===== src/rtl/fifo_arb_pkg.sv =====
// Shared types and default parameters for the round-robin FIFO write arbiter.
package fifo_arb_pkg;

  typedef enum logic {
    IDLE  = 1'b0,
    GRANT = 1'b1
  } arb_state_e;

  localparam int ARB_N         = 4;
  localparam int ARB_WIDTH     = 16;
  localparam int ARB_BURST_MAX = 4;

  // Beat counter width; a single-beat burst still needs one bit.
  function automatic int cnt_width(input int burst_max);
    return (burst_max > 1) ? $clog2(burst_max) : 1;
  endfunction

endpackage


===== src/rtl/rr_pick.sv =====
// Rotating-priority finder: first set request at or above ptr, wrapping N-1 -> 0.
module rr_pick #(
  parameter int N  = 4,
  parameter int PW = $clog2(N)
) (
  input  logic [N-1:0]  req,
  input  logic [PW-1:0] ptr,
  output logic [PW-1:0] idx,
  output logic          found
);

  logic [PW:0]   sum;
  logic [PW-1:0] k;

  always_comb begin
    idx   = '0;
    found = 1'b0;
    sum   = '0;
    k     = '0;
    for (int i = 0; i < N; i++) begin
      // Explicit wrap so non-power-of-two N never indexes past N-1.
      sum = {1'b0, ptr} + (PW+1)'(i);
      if (sum >= (PW+1)'(N)) begin
        sum = sum - (PW+1)'(N);
      end
      k = sum[PW-1:0];
      if (!found && req[k]) begin
        found = 1'b1;
        idx   = k;
      end
    end
  end

endmodule


===== src/rtl/fifo_wr_arbiter.sv =====
// Round-robin arbiter sharing one FIFO write port among N producers in bounded bursts.
//   state | meaning
//   IDLE  | no grant; arbitrate pending requests from rr_ptr
//   GRANT | grant_q owns the FIFO write port until release or BURST_MAX beats
module fifo_wr_arbiter
  import fifo_arb_pkg::*;
#(
  parameter int N         = ARB_N,
  parameter int WIDTH     = ARB_WIDTH,
  parameter int BURST_MAX = ARB_BURST_MAX
) (
  input  logic                       clk_i,
  input  logic                       rstn_i,
  input  logic [N-1:0]               req_i,
  input  logic [N-1:0][WIDTH-1:0]    din_i,
  output logic [N-1:0]               rdy_o,
  output logic                       fifo_wr_o,
  output logic [WIDTH-1:0]           fifo_din_o,
  input  logic                       fifo_full_i,
  output logic [$clog2(N)-1:0]       grant_id_o,
  output logic                       busy_o
);

  localparam int GW = $clog2(N);
  localparam int CW = cnt_width(BURST_MAX);

  arb_state_e    state_q, state_d;
  logic [GW-1:0] grant_q, grant_d;
  logic [GW-1:0] rr_ptr_q, rr_ptr_d;
  logic [CW-1:0] beat_cnt_q, beat_cnt_d;

  logic [GW-1:0] pick_idx;
  logic          pick_found;
  logic          in_grant;
  logic          req_g;
  logic          xfer;
  logic          last_beat;
  logic [GW-1:0] next_ptr;

  rr_pick #(
    .N  (N),
    .PW (GW)
  ) u_rr_pick (
    .req   (req_i),
    .ptr   (rr_ptr_q),
    .idx   (pick_idx),
    .found (pick_found)
  );

  assign in_grant  = (state_q == GRANT);
  assign req_g     = req_i[grant_q];
  // A beat presented while reset is asserted must not reach the FIFO.
  assign xfer      = in_grant && rstn_i && req_g && !fifo_full_i;
  assign last_beat = (beat_cnt_q == CW'(BURST_MAX - 1));
  assign next_ptr  = (grant_q == GW'(N - 1)) ? '0 : grant_q + GW'(1);

  always_comb begin
    rdy_o = '0;
    if (in_grant && rstn_i) begin
      rdy_o[grant_q] = !fifo_full_i;
    end
  end

  assign fifo_wr_o  = xfer;
  assign fifo_din_o = din_i[grant_q];
  assign grant_id_o = grant_q;
  assign busy_o     = in_grant;

  always_comb begin
    state_d    = state_q;
    grant_d    = grant_q;
    rr_ptr_d   = rr_ptr_q;
    beat_cnt_d = beat_cnt_q;
    unique case (state_q)
      IDLE: begin
        if (pick_found) begin
          grant_d    = pick_idx;
          beat_cnt_d = '0;
          state_d    = GRANT;
        end
      end
      GRANT: begin
        if (!req_g) begin
          state_d  = IDLE;
          rr_ptr_d = next_ptr;
        end else if (xfer) begin
          if (last_beat) begin
            state_d  = IDLE;
            rr_ptr_d = next_ptr;
          end else begin
            beat_cnt_d = beat_cnt_q + CW'(1);
          end
        end
      end
      default: state_d = IDLE;
    endcase
  end

  always_ff @(posedge clk_i) begin
    if (!rstn_i) begin
      state_q    <= IDLE;
      grant_q    <= '0;
      rr_ptr_q   <= '0;
      beat_cnt_q <= '0;
    end else begin
      state_q    <= state_d;
      grant_q    <= grant_d;
      rr_ptr_q   <= rr_ptr_d;
      beat_cnt_q <= beat_cnt_d;
    end
  end

endmodule

===== config.mk =====
export PLATFORM = sky130hd
export DESIGN_NAME = fifo_wr_arbiter
export DESIGN_NICKNAME = d
export VERILOG_FILES = /design/src/rtl/fifo_arb_pkg.sv /design/src/rtl/rr_pick.sv /design/src/rtl/fifo_wr_arbiter.sv
export SDC_FILE = /design/constraint.sdc
export NUM_CORES = 1
export LEC_CHECK = 0
export ABC_AREA = 1
export ABC_CLOCK_PERIOD_IN_PS = 1720
export CORE_MARGIN = 8
export CORE_UTILIZATION = 32
export DETAILED_ROUTE_END_ITERATION = 6
export PLACE_DENSITY = 0.81
export SYNTH_ARGS = -nofsm -noshare
export SYNTH_HDL_FRONTEND = slang
export SYNTH_SLANG_ARGS = --single-unit

===== constraint.sdc =====
create_clock -name clk_i -period 1.72 [get_ports clk_i]
set_clock_uncertainty 0.05 [all_clocks]
set_input_delay 0.344 -clock clk_i [delete_from_list [all_inputs] [get_ports clk_i]]
set_output_delay 0.344 -clock clk_i [all_outputs]
set_load 0.02 [all_outputs]

==> tab_implementation.tex <==
\begin{tabular}{lr}
\hline
Metric & Value \\
\hline
\multicolumn{2}{l}{\textbf{Status}} \\
\quad Result of the run & finished clean \\
\multicolumn{2}{l}{\textbf{Logic synthesis}} \\
\quad Number of instances in the synthesized netlist & 204 \\
\quad Post-synthesis sequential area ratio & 12.5\% \\
\quad Post-synthesis cell area & 1120 µm² \\
\quad Syn\_nets & 280 \\
\quad Avg Cell Area, Syn & 5.49 µm² \\
\quad Synth top area share & 15.6\% \\
\quad Async S/R FF share, synth & 0\% \\
\quad Yosys top cell by area & sky130\_fd\_sc\_hd\_\_o21ai\_0 \\
\quad Number of distinct library cells after synthesis & 24 \\
\quad Number of synthesis warnings & 0 \\
\quad Count of flip-flops with a built-in enable after synthesis & 0 \\
\quad Cell types with the largest area share after synthesis & sky130\_fd\_sc\_hd\_\_o21ai\_0 16\%, sky130\_fd\_sc\_hd\_\_nor2\_1 14\%, sky130\_fd\_sc\_hd\_\_dfxtp\_1 13\% \\
\quad Synth Flop Type & sky130\_fd\_sc\_hd\_\_dfxtp\_1 \\
\quad \#FFs+latches synth & 7 \\
\multicolumn{2}{l}{\textbf{STA}} \\
\quad Least-Margin Pin Slew & 388 ps \\
\quad Setup TNS Final & 0 ps \\
\quad Final Slew Violations & 0 \\
\quad Highest attainable clock frequency & 595 MHz \\
\quad Total setup violations reported at the end of the flow & 0 \\
\quad Count of final hold-check violations & 0 \\
\quad Post-layout minimum cycle time & 1680 ps \\
\quad Period Utilization, post-route & 97.7\% \\
\quad Relative slew slack & 73.9\% \\
\multicolumn{2}{l}{\textbf{Finish}} \\
\quad Diodes inserted & 0 \\
\quad Most frequent cells in the layout & 64 x sky130\_fd\_sc\_hd\_\_clkdlybuf4s50\_1, 37 x sky130\_fd\_sc\_hd\_\_nor2\_1, 26 x sky130\_fd\_sc\_hd\_\_nand2\_1 \\
\quad Post-route insts no fill & 363 \\
\quad Leading cell type in the layout, fill and taps excluded & sky130\_fd\_sc\_hd\_\_clkdlybuf4s50\_1 \\
\quad Area Overhead vs Synth & 120\% \\
\quad Share of cells above drive strength 1 & 33.1\% \\
\quad Final \#Nets & 394 \\
\multicolumn{2}{l}{\textbf{CTS}} \\
\quad Clock root cell & sky130\_fd\_sc\_hd\_\_clkbuf\_4 \\
\quad Maximum count of clock buffers along a single path & 2 \\
\quad \# H-tree levels & 1 \\
\quad Clock input transition at the sequential cells of the worst setup and hold paths & 50 ps \\
\quad CTS tree & yes \\
\quad Sink Count & 7 \\
\quad Clock network latency to the later pin of the worst-skew pair & 260 ps \\
\quad Number of buffers created by CTS & 3 \\
\multicolumn{2}{l}{\textbf{Route}} \\
\quad Number of antenna-violating nets in the routed design & 0 \\
\quad DRC & 0 \\
\quad Via/cell ratio & 4.99 \\
\quad Iteration-0 DRC count of the detailed router & 113 \\
\quad Detailed Routing Iterations Pass 1 & 4 \\
\quad Total wire length & 5470 µm \\
\quad DR vias & 1811 \\
\quad Average wire length per cell after detail routing & 15.1 µm \\
\multicolumn{2}{l}{\textbf{Global route}} \\
\quad Global router's overall resource usage & 18.1\% \\
\quad Total gr overflow & 0 \\
\quad Wire length of the first global-routing pass & 8080 µm \\
\quad Initial antenna violation count & 0 \\
\quad Maximum number of pins on one net before global-route repair & 17 \\
\quad Via count of the first global-routing pass & 1670 \\
\multicolumn{2}{l}{\textbf{Power and ir drop}} \\
\quad P\_leak & 1.15 nW \\
\quad Power per standard cell area & 1500 nW/µm² \\
\quad Peak supply drop & 0.000774 V \\
\multicolumn{2}{l}{\textbf{Worst setup path}} \\
\quad Largest delay contributor family on the critical path & buffers and inverters \\
\quad Worst path depth & 5 \\
\quad Data arrival time of the critical path & 1290 ps \\
\quad Startpoint class of the critical path & flop \\
\quad CP endpoint kind & primary output \\
\quad Buffers and inverters on the worst path & 3 \\
\quad Data required time of the worst path & 1330 ps \\
\quad Worst-path maximum fanout & 7 \\
\quad Slowest stage cell on the critical path & sky130\_fd\_sc\_hd\_\_dfxtp\_4 \\
\quad Register-to-Register Path Depth & 8 \\
\quad Delay of the slowest critical-path stage & 360 ps \\
\quad Classification of the worst setup path & flop to primary output \\
\quad Chain of cells forming the critical path & buf\_6 -> buf\_12 -> o21ai\_1 -> o22ai\_2 -> buf\_2 \\
\multicolumn{2}{l}{\textbf{Floorplanning}} \\
\quad Horiz. Die Dim & 75.2 µm \\
\quad Overall die area & 5650 µm² \\
\quad Total I/O pin count & 95 \\
\quad Row count & 21 \\
\quad Die Span Y & 75.2 µm \\
\quad Std-Cell Core Area & 3340 µm² \\
\quad Starting Density & 33.6\% \\
\multicolumn{2}{l}{\textbf{Job}} \\
\quad Max Cap Violations & 0 \\
\multicolumn{2}{l}{\textbf{Hold path}} \\
\quad Class of the most critical hold timing path & flop to flop \\
\quad Number of cells on the worst hold path & 1 \\
\multicolumn{2}{l}{\textbf{Placed design}} \\
\quad Count of input and output buffers & 94 \\
\quad Placer Congestion & 0.904 \\
\quad Count of placed standard cells including taps & 355 \\
\quad Post-detailed-placement half-perimeter wirelength & 4130 µm \\
\hline
\end{tabular}
-- registers in the layout (all words and copies together), names as in the netlist --
| name | flops |
|---|---|
| rr_ptr_q | 2 |
| grant_id_o | 2 |
| busy_o | 1 |
| beat_cnt_q | 2 |
-- area by class of cell --
| cell class | instances | area [µm²] |
|---|---|---|
| clock buffers | 4 | 26.3 |
| fillers | 272 | 878 |
| inverters | 21 | 83.8 |
| multi-input cells | 166 | 1040 |
| flip-flops and latches | 7 | 149 |
| well taps | 46 | 57.6 |
| repair buffers | 119 | 1110 |
-- synth_stat cells (all sizes together), types with 2 or more instances --
cell type / count
nor2: 44
nand2: 41
o21ai: 37
inv: 21
o22ai: 16
nand3: 11
clkbuf: 8
a21oi: 7
dfxtp: 7
ha: 5
buf: 2
o211ai: 2
-- through the flow --
stage | area, µm² | hold slack [ps] | util, % | power [mW] | worst slack, ps
floorplan | 1230 | 400 | - | 2.11 | -31.6
global placement | 2370 | 409 | 71.1 | 3.42 | -644
detailed placement | 2370 | 415 | 71.1 | 3.45 | -657
CTS | 2370 | 422 | 70.9 | 3.48 | -22.7
global route | 2460 | 439 | 73.7 | 3.94 | -6.05
finish | 2460 | 418 | 73.7 | 3.68 | 39.3
-- cells by family after synthesis --
family | share of synthesized area [%]
AO/OA/AOI/OAI | 31.2
adder cells (fa/ha/maj) | 5.59
buffers and inverters | 11.2
flip-flops | 12.5
AND/OR/NAND/NOR | 39.6
-- worst reg2reg max path, stage by stage, from the launching register on --
cell and delay [ps]:
sky130_fd_sc_hd__dfxtp_1 450, sky130_fd_sc_hd__inv_2 110, sky130_fd_sc_hd__nand2_1 80, sky130_fd_sc_hd__nand2_2 70, sky130_fd_sc_hd__o21ai_0 350, sky130_fd_sc_hd__nand4_1 180
sky130_fd_sc_hd__nand3_1 120, sky130_fd_sc_hd__nor2_1 50, sky130_fd_sc_hd__nor2_1 70
-- worst paths after layout --
path                                  endpoint           from  slack (ps)
worst max-delay path            fifo_din_o[15]  grant_id_o[0]          40
worst min register to register   beat_cnt_q[0]  beat_cnt_q[0]         420
worst max register to register   grant_id_o[1]    rr_ptr_q[1]         110
worst min-delay path             beat_cnt_q[0]  beat_cnt_q[0]         420
-- where the power goes --
part	total (mW)	switching (mW)	internal, mW	leakage (nW)
sequential	0.315	0.0847	0.230	0.0592
clock	0.155	0.0666	0.0889	0.0150
combinational	3.21	1.84	1.36	1.07
total	3.68	2.00	1.68	1.15
-- routing by layer --
| layer | global-route usage [%] | wire length [µm] | vias to the layer above |
|---|---|---|---|
| met4 | 3.20 | 26 | 0 |
| met1 | 20.6 | 2170 | 837 |
| met2 | 33.2 | 2810 | 57 |
| met3 | 4.26 | 471 | 4 |
| li1 | - | - | 913 |
| met5 | 0 | 0 | - |
-- what timing repair did --
item,in CTS,in global routing
gates resized for setup,127,26
setup buffers,0,3
pin swaps,3,6
hold buffers,0,0
gates cloned,1,0
setup endpoints to repair,24,17
(Power assumes the default switching activity.)
